`config.mk`:
```
export PLATFORM = sky130hd
export DESIGN_NAME = spi_slave_regif
export DESIGN_NICKNAME = d
export VERILOG_FILES = /design/src/rtl/spi_slave_regif.sv
export SDC_FILE = /design/constraint.sdc
export NUM_CORES = 1
export LEC_CHECK = 0
export CAP_MARGIN = 20
export CORE_ASPECT_RATIO = 1.75
export CORE_MARGIN = 3
export CORE_UTILIZATION = 50
export DETAILED_ROUTE_END_ITERATION = 16
export GPL_TIMING_DRIVEN = 1
export PLACE_DENSITY = 0.7
export SYNTH_ARGS = -nofsm -noshare
export SYNTH_HDL_FRONTEND = slang
export SYNTH_SLANG_ARGS = --single-unit
export TNS_END_PERCENT = 20
```
`constraint.sdc`:
```
create_clock -name clk -period 9.85 [get_ports clk]
set_input_delay 1.4775 -clock clk [delete_from_list [all_inputs] [get_ports clk]]
set_output_delay 1.4775 -clock clk [all_outputs]
set_load 0.01 [all_outputs]
```
`src/rtl/spi_slave_regif.sv`:
```
// SPI-slave (mode 3) register-access front end: oversampled pins, frame parser with CRC16-CCITT,
// single-cycle register strobes and read data returned later in the same frame.
module spi_slave_regif #(
    parameter int         DATA_W     = 32,
    parameter int         ADDR_W     = 6,
    parameter int         CRC_EN     = 1,
    parameter int         TURN_BYTES = 2,
    parameter logic [7:0] CMD_REG    = 8'h02
) (
    input  logic              clk,
    input  logic              reset,
    input  logic              ssclk,
    input  logic              scsn,
    input  logic              smosi,
    output logic              smiso,
    output logic [ADDR_W-1:0] reg_addr,
    output logic [DATA_W-1:0] reg_wdata,
    output logic              reg_we,
    output logic              reg_re,
    input  logic [DATA_W-1:0] reg_rdata,
    output logic              frame_ok,
    output logic              crc_err,
    output logic [7:0]        err_cnt
);
    localparam int DB = DATA_W / 8;

    typedef enum logic [2:0] {
        S_IDLE, S_CMD, S_ADDR, S_DATA, S_CRC, S_TURN, S_RDATA, S_DRAIN
    } state_t;

    state_t            state_q, state_d;
    logic [1:0]        sclk_sync_q, sclk_sync_d, cs_sync_q, cs_sync_d, mosi_sync_q, mosi_sync_d;
    logic              sclk_prev_q, sclk_prev_d, cs_prev_q, cs_prev_d;
    logic [2:0]        bit_cnt_q, bit_cnt_d;
    logic [7:0]        byte_cnt_q, byte_cnt_d;
    logic [6:0]        rx_sr_q, rx_sr_d;
    logic [15:0]       crc_q, crc_d;
    logic [7:0]        crc_h_q, crc_h_d;
    logic              is_wr_q, is_wr_d;
    logic [ADDR_W-1:0] addr_q, addr_d, reg_addr_q, reg_addr_d;
    logic [DATA_W-1:0] wdata_shadow_q, wdata_shadow_d, reg_wdata_q, reg_wdata_d;
    logic [DATA_W-1:0] tx_sr_q, tx_sr_d;
    logic              smiso_q, smiso_d;
    logic              reg_we_q, reg_we_d, reg_re_q, reg_re_d;
    logic              frame_ok_q, frame_ok_d, crc_err_q, crc_err_d;
    logic [7:0]        err_cnt_q, err_cnt_d;

    logic              sclk_rise, sclk_fall, cs_fall, cs_high, crc_match;
    logic [7:0]        rx_byte;

    function automatic logic [15:0] crc16_byte(input logic [15:0] c, input logic [7:0] b);
        logic [15:0] r;
        r = c;
        for (int i = 7; i >= 0; i--) begin
            if (r[15] ^ b[i]) r = {r[14:0], 1'b0} ^ 16'h1021;
            else              r = {r[14:0], 1'b0};
        end
        return r;
    endfunction

    always_ff @(posedge clk or posedge reset) begin
        if (reset) begin
            // cs synchroniser starts low so a held-low scsn after reset never looks like a new frame
            sclk_sync_q    <= 2'b11;
            sclk_prev_q    <= 1'b1;
            cs_sync_q      <= 2'b00;
            cs_prev_q      <= 1'b0;
            mosi_sync_q    <= 2'b00;
            state_q        <= S_IDLE;
            bit_cnt_q      <= '0;
            byte_cnt_q     <= '0;
            rx_sr_q        <= '0;
            crc_q          <= 16'hFFFF;
            crc_h_q        <= '0;
            is_wr_q        <= 1'b0;
            addr_q         <= '0;
            wdata_shadow_q <= '0;
            tx_sr_q        <= '0;
            smiso_q        <= 1'b0;
            reg_addr_q     <= '0;
            reg_wdata_q    <= '0;
            reg_we_q       <= 1'b0;
            reg_re_q       <= 1'b0;
            frame_ok_q     <= 1'b0;
            crc_err_q      <= 1'b0;
            err_cnt_q      <= '0;
        end else begin
            sclk_sync_q    <= sclk_sync_d;
            sclk_prev_q    <= sclk_prev_d;
            cs_sync_q      <= cs_sync_d;
            cs_prev_q      <= cs_prev_d;
            mosi_sync_q    <= mosi_sync_d;
            state_q        <= state_d;
            bit_cnt_q      <= bit_cnt_d;
            byte_cnt_q     <= byte_cnt_d;
            rx_sr_q        <= rx_sr_d;
            crc_q          <= crc_d;
            crc_h_q        <= crc_h_d;
            is_wr_q        <= is_wr_d;
            addr_q         <= addr_d;
            wdata_shadow_q <= wdata_shadow_d;
            tx_sr_q        <= tx_sr_d;
            smiso_q        <= smiso_d;
            reg_addr_q     <= reg_addr_d;
            reg_wdata_q    <= reg_wdata_d;
            reg_we_q       <= reg_we_d;
            reg_re_q       <= reg_re_d;
            frame_ok_q     <= frame_ok_d;
            crc_err_q      <= crc_err_d;
            err_cnt_q      <= err_cnt_d;
        end
    end

    always_comb begin
        sclk_sync_d    = {sclk_sync_q[0], ssclk};
        sclk_prev_d    = sclk_sync_q[1];
        cs_sync_d      = {cs_sync_q[0], scsn};
        cs_prev_d      = cs_sync_q[1];
        mosi_sync_d    = {mosi_sync_q[0], smosi};
        sclk_rise      = sclk_sync_q[1] & ~sclk_prev_q;
        sclk_fall      = ~sclk_sync_q[1] & sclk_prev_q;
        cs_fall        = ~cs_sync_q[1] & cs_prev_q;
        cs_high        = cs_sync_q[1];
        rx_byte        = {rx_sr_q, mosi_sync_q[1]};
        crc_match      = (CRC_EN == 0) || ({crc_h_q, rx_byte} == crc_q);
        state_d        = state_q;
        bit_cnt_d      = bit_cnt_q;
        byte_cnt_d     = byte_cnt_q;
        rx_sr_d        = rx_sr_q;
        crc_d          = crc_q;
        crc_h_d        = crc_h_q;
        is_wr_d        = is_wr_q;
        addr_d         = addr_q;
        wdata_shadow_d = wdata_shadow_q;
        tx_sr_d        = tx_sr_q;
        smiso_d        = smiso_q;
        reg_addr_d     = reg_addr_q;
        reg_wdata_d    = reg_wdata_q;
        reg_we_d       = 1'b0;
        reg_re_d       = 1'b0;
        frame_ok_d     = 1'b0;
        crc_err_d      = 1'b0;
        err_cnt_d      = err_cnt_q;

        if (reg_re_q) tx_sr_d = reg_rdata;

        if (cs_high) begin
            state_d    = S_IDLE;
            bit_cnt_d  = '0;
            byte_cnt_d = '0;
        end else if (state_q == S_IDLE) begin
            if (cs_fall) begin
                state_d    = S_CMD;
                bit_cnt_d  = '0;
                byte_cnt_d = '0;
                rx_sr_d    = '0;
                crc_d      = 16'hFFFF;
                tx_sr_d    = '0;
            end
        end else if (sclk_rise) begin
            rx_sr_d   = rx_byte[6:0];
            bit_cnt_d = bit_cnt_q + 3'd1;
            if (bit_cnt_q == 3'd7) begin
                byte_cnt_d = byte_cnt_q + 8'd1;
                case (state_q)
                    S_CMD: begin
                        if (rx_byte == CMD_REG) begin
                            crc_d   = crc16_byte(crc_q, rx_byte);
                            state_d = S_ADDR;
                        end else begin
                            state_d = S_DRAIN;
                        end
                    end
                    S_ADDR: begin
                        is_wr_d    = rx_byte[7];
                        addr_d     = rx_byte[ADDR_W-1:0];
                        crc_d      = crc16_byte(crc_q, rx_byte);
                        state_d    = S_DATA;
                        byte_cnt_d = '0;
                    end
                    S_DATA: begin
                        wdata_shadow_d = DATA_W'({wdata_shadow_q, rx_byte});
                        crc_d          = crc16_byte(crc_q, rx_byte);
                        if (byte_cnt_q == 8'(DB - 1)) begin
                            state_d    = S_CRC;
                            byte_cnt_d = '0;
                        end
                    end
                    S_CRC: begin
                        if (byte_cnt_q == 8'd0) begin
                            crc_h_d = rx_byte;
                        end else begin
                            // Write and rejected frames return zeros; reads reload from reg_rdata later
                            tx_sr_d    = '0;
                            state_d    = S_TURN;
                            byte_cnt_d = '0;
                            if (crc_match) begin
                                frame_ok_d = 1'b1;
                                reg_addr_d = addr_q;
                                if (is_wr_q) begin
                                    reg_we_d    = 1'b1;
                                    reg_wdata_d = wdata_shadow_q;
                                end else begin
                                    reg_re_d = 1'b1;
                                end
                            end else begin
                                crc_err_d = 1'b1;
                                if (err_cnt_q != 8'hFF) err_cnt_d = err_cnt_q + 8'd1;
                            end
                        end
                    end
                    S_TURN: begin
                        if (byte_cnt_q == 8'(TURN_BYTES - 1)) begin
                            state_d    = S_RDATA;
                            byte_cnt_d = '0;
                        end
                    end
                    S_RDATA: begin
                        if (byte_cnt_q == 8'(DB - 1)) state_d = S_DRAIN;
                    end
                    default: ;
                endcase
            end
        end

        if (cs_high || state_q != S_RDATA) begin
            smiso_d = 1'b0;
        end else if (sclk_fall) begin
            smiso_d = tx_sr_q[DATA_W-1];
            tx_sr_d = tx_sr_q << 1;
        end
    end

    assign smiso     = smiso_q;
    assign reg_addr  = reg_addr_q;
    assign reg_wdata = reg_wdata_q;
    assign reg_we    = reg_we_q;
    assign reg_re    = reg_re_q;
    assign frame_ok  = frame_ok_q;
    assign crc_err   = crc_err_q;
    assign err_cnt   = err_cnt_q;

endmodule

```
==> metrics.md <==
| Metric | Value |
|---|---|
| Synth-to-Final Area Change | `19.8%` |
| Leakage | `4.15 nW` |
| Register area share after synthesis | `0.557` |
| Via density per instance | `5.49` |
| Number of buffers created by CTS | `17` |
| H-tree Lvls | `4` |
| DR pass1 iterations | `4` |
| CTS tree | `yes` |
| Vias | `5055` |
| Die ar. | `17400 sq um` |
| Post-Place Cells | `886` |
| Ant. Diodes | `0` |
| Starting Density | `0.511` |
| Tightest Pin Transition | `1030 ps` |
| Hold crit path type | `register to register` |
| Synth async-reset ratio | `1.00` |
| Final Hold Fails | `0` |
| Max Fclk | `0.281 GHz` |
| Crit Path Category | `register to primary output` |
| Worst-skew pair later-pin latency | `410 ps` |
| Routed Antenna Nets | `0` |
| CP max-delay cell | `dfrtp_2` |
| Gate Count Post-Synth | `646` |
| DRT iter0 DRCs | `283` |
| Crit Path Max Fanout | `33` |
| Fin Setup TNS | `0 ps` |
| Ports | `88` |
| Commonest cells post-synth | `dfrtp_1 (156), mux2_2 (96), nand2_1 (55)` |
| Number of synthesized flops with an enable pin | `0` |
| Post-synthesis net count | `691` |
| Cells along the critical path | `clkdlybuf4s50_1` |
| Post-DP HPWL | `10900 um` |
| Switching part of the total power | `0.261` |
| Design area | `9460 sq um` |
| GRT Resource Usage Total | `0.187` |
| Rel. slew slack | `0.311` |
| Worst-path clk slew | `70 ps` |
| Unique masters post-synth | `53` |
| Worst Path Required | `8370 ps` |
| Clock skew | `14.9 ps` |
| Mapped Avg Cell Area | `12.2 sq um` |
| Largest net degree at the start of global routing | `93` |
| Max incr delay on CP | `960 ps` |
| Finished Layout Cells | `920` |
| Crit end category | `primary output` |
| # Max-Cap Violations | `0` |
| Leading post-synthesis cells by cell area | `dfrtp_1 (49%), mux2_2 (14%), dfstp_2 (6.3%)` |
| Synthesized flop and latch total | `175` |
| Psw | `0.428 mW` |
| CP delay by family, top | `flip-flops` |
| Final number of setup-violating endpoints | `0` |
| Drt drc | `0` |
| Max clock buf depth | `2` |
| Die Y | `172 um` |
| Routed WL | `15600 um` |
| Synth warn | `0` |
| Std cell rows | `60` |
| First-pass GRT wire length | `25900 um` |
| Outcome | `completed` |
| Routed WL per cell | `16.9 um` |
| Count leader, synth | `dfrtp_1` |
| Power share of the clock group | `0.370` |
| Internal Power | `1.21 mW` |
| Vias in the first global route | `5236` |
| Peak supply drop | `0.102 mV` |
| Share of Yosys cell area claimed by the top area cell type | `0.494` |
| Overflow after GRT | `0` |
| Final Util | `0.612` |
| Arr. time, crit path | `2080 ps` |
| Die Wd | `101 um` |
| Final Wtd Congestion | `0.870` |
| Post-CTS Setup Bufs | `0` |
| CTS Hold Bufs | `0` |
| Final net count | `766` |
| Initial antenna violation count | `0` |
| Largest area contributor in the netlist | `dfrtp_1` |
| Clock Root Buffer | `clkbuf_16` |
| Critical path buffer and inverter count | `1` |
| Period utilization | `0.361` |
| Final Slew Violations | `0` |
| Crit path time final | `3560 ps` |
| Cts repair resizes | `0` |
| I/O Buffers | `87` |
| Share of cells above drive strength 1 | `0.222` |
| Register share of total power | `0.494` |
| Core Box Area | `15500 sq um` |
| Placed cell areas | `8890 sq um` |
| RSZ-0062 raised after global routing | `no` |
| Post-Syn Area | `7900 sq um` |
| Clk sinks | `175` |
| Combinational share of power | `0.136` |
| Critical Path Start Type | `register` |
| Main synth FF type | `dfrtp_1` |
| Power density over the cells | `174 nW/um^2` |
## path summary, 6_finish.rpt
path                                   start                end  slack, ps  cells past startpoint
worst max-delay path                  reg_re             reg_re       6290                      1
min in group asynchronous              reset         tx_sr_q[7]       1620                      2
worst min register to register  cs_sync_q[0]       cs_sync_q[1]        350                      0
worst min-delay path            cs_sync_q[0]       cs_sync_q[1]        350                      0
max in group asynchronous              reset          crc_q[15]       6990                      4
worst max register to register    state_q[1]  wdata_shadow_q[7]       6850                      6
## layout by cell type, fill, tap and decap left out, types with 7 or more instances in the layout
cell | netlist | final
o21ai_0 | 39 | 39
ha_1 | 8 | 8
clkbuf_16 | 0 | 17
dfstp_2 | 19 | 19
clkdlybuf4s50_1 | 0 | 87
xor2_1 | 15 | 15
dfrtp_1 | 156 | 155
a21oi_1 | 9 | 9
xnor2_1 | 32 | 32
nand2b_1 | 7 | 7
nor2_1 | 25 | 25
nand3_1 | 13 | 13
nand4_1 | 8 | 8
nand2_1 | 55 | 55
a22o_1 | 7 | 7
inv_1 | 16 | 15
mux2i_1 | 38 | 38
mux2_2 | 96 | 96
## metal layers
layer	track usage	up-vias	wire [um]
li1	-	2410	-
met1	0.229	2551	6360
met2	0.329	82	8540
met3	0.0331	12	413
met4	0.0660	0	266
met5	0	-	0
## power groups by stage
stage / combinational [mW] / sequential [mW] / clock, mW
floorplan: 0.178 / 0.814 / 0
global placement: 0.219 / 0.822 / 0
detailed placement: 0.223 / 0.825 / 0
CTS: 0.225 / 0.812 / 0.623
global route: 0.247 / 0.817 / 0.658
finish: 0.222 / 0.811 / 0.608
## registers in the layout, indices dropped and copies added (netlist names), 2 cells and up
name,count
state_q,3
err_cnt,8
wdata_shadow_q,32
tx_sr_q,32
reg_wdata,32
reg_addr,6
sclk_sync_q,2
rx_sr_q,7
crc_h_q,8
cs_sync_q,2
addr_q,6
bit_cnt_q,3
crc_q,16
byte_cnt_q,8
mosi_sync_q,2
## cell type report
class,count,area [sq um]
Clock inverter,13,105
Multi-Input combinational cell,418,3280
Tap cell,186,233
Sequential cell,175,4400
Clock buffer,19,433
Inverter,16,65.1
Timing Repair Buffer,93,936
Fill cell,1261,6010
## cell families (layout without fill, tap and decap cells)
logic type      count (synthesis)  count (layout)  synth area share
xor+xnor                       47              47            0.0521
simple gates                  153             153             0.102
mux                           137             137             0.189
buf+inv                        53             141            0.0285
flops                         175             175             0.557
fa+ha+maj                       8               8            0.0127
compound gates                 73              73            0.0585
## per-stage QoR
stage / setup WS [ps] / hold slack (ps) / power [mW]
floorplan: 3660 / 331 / 0.992
global placement: 6140 / 335 / 1.04
detailed placement: 6100 / 335 / 1.05
CTS: 6260 / 350 / 1.66
global route: 6200 / 360 / 1.72
finish: 6290 / 349 / 1.64
Power figures use the tool's default switching activity.
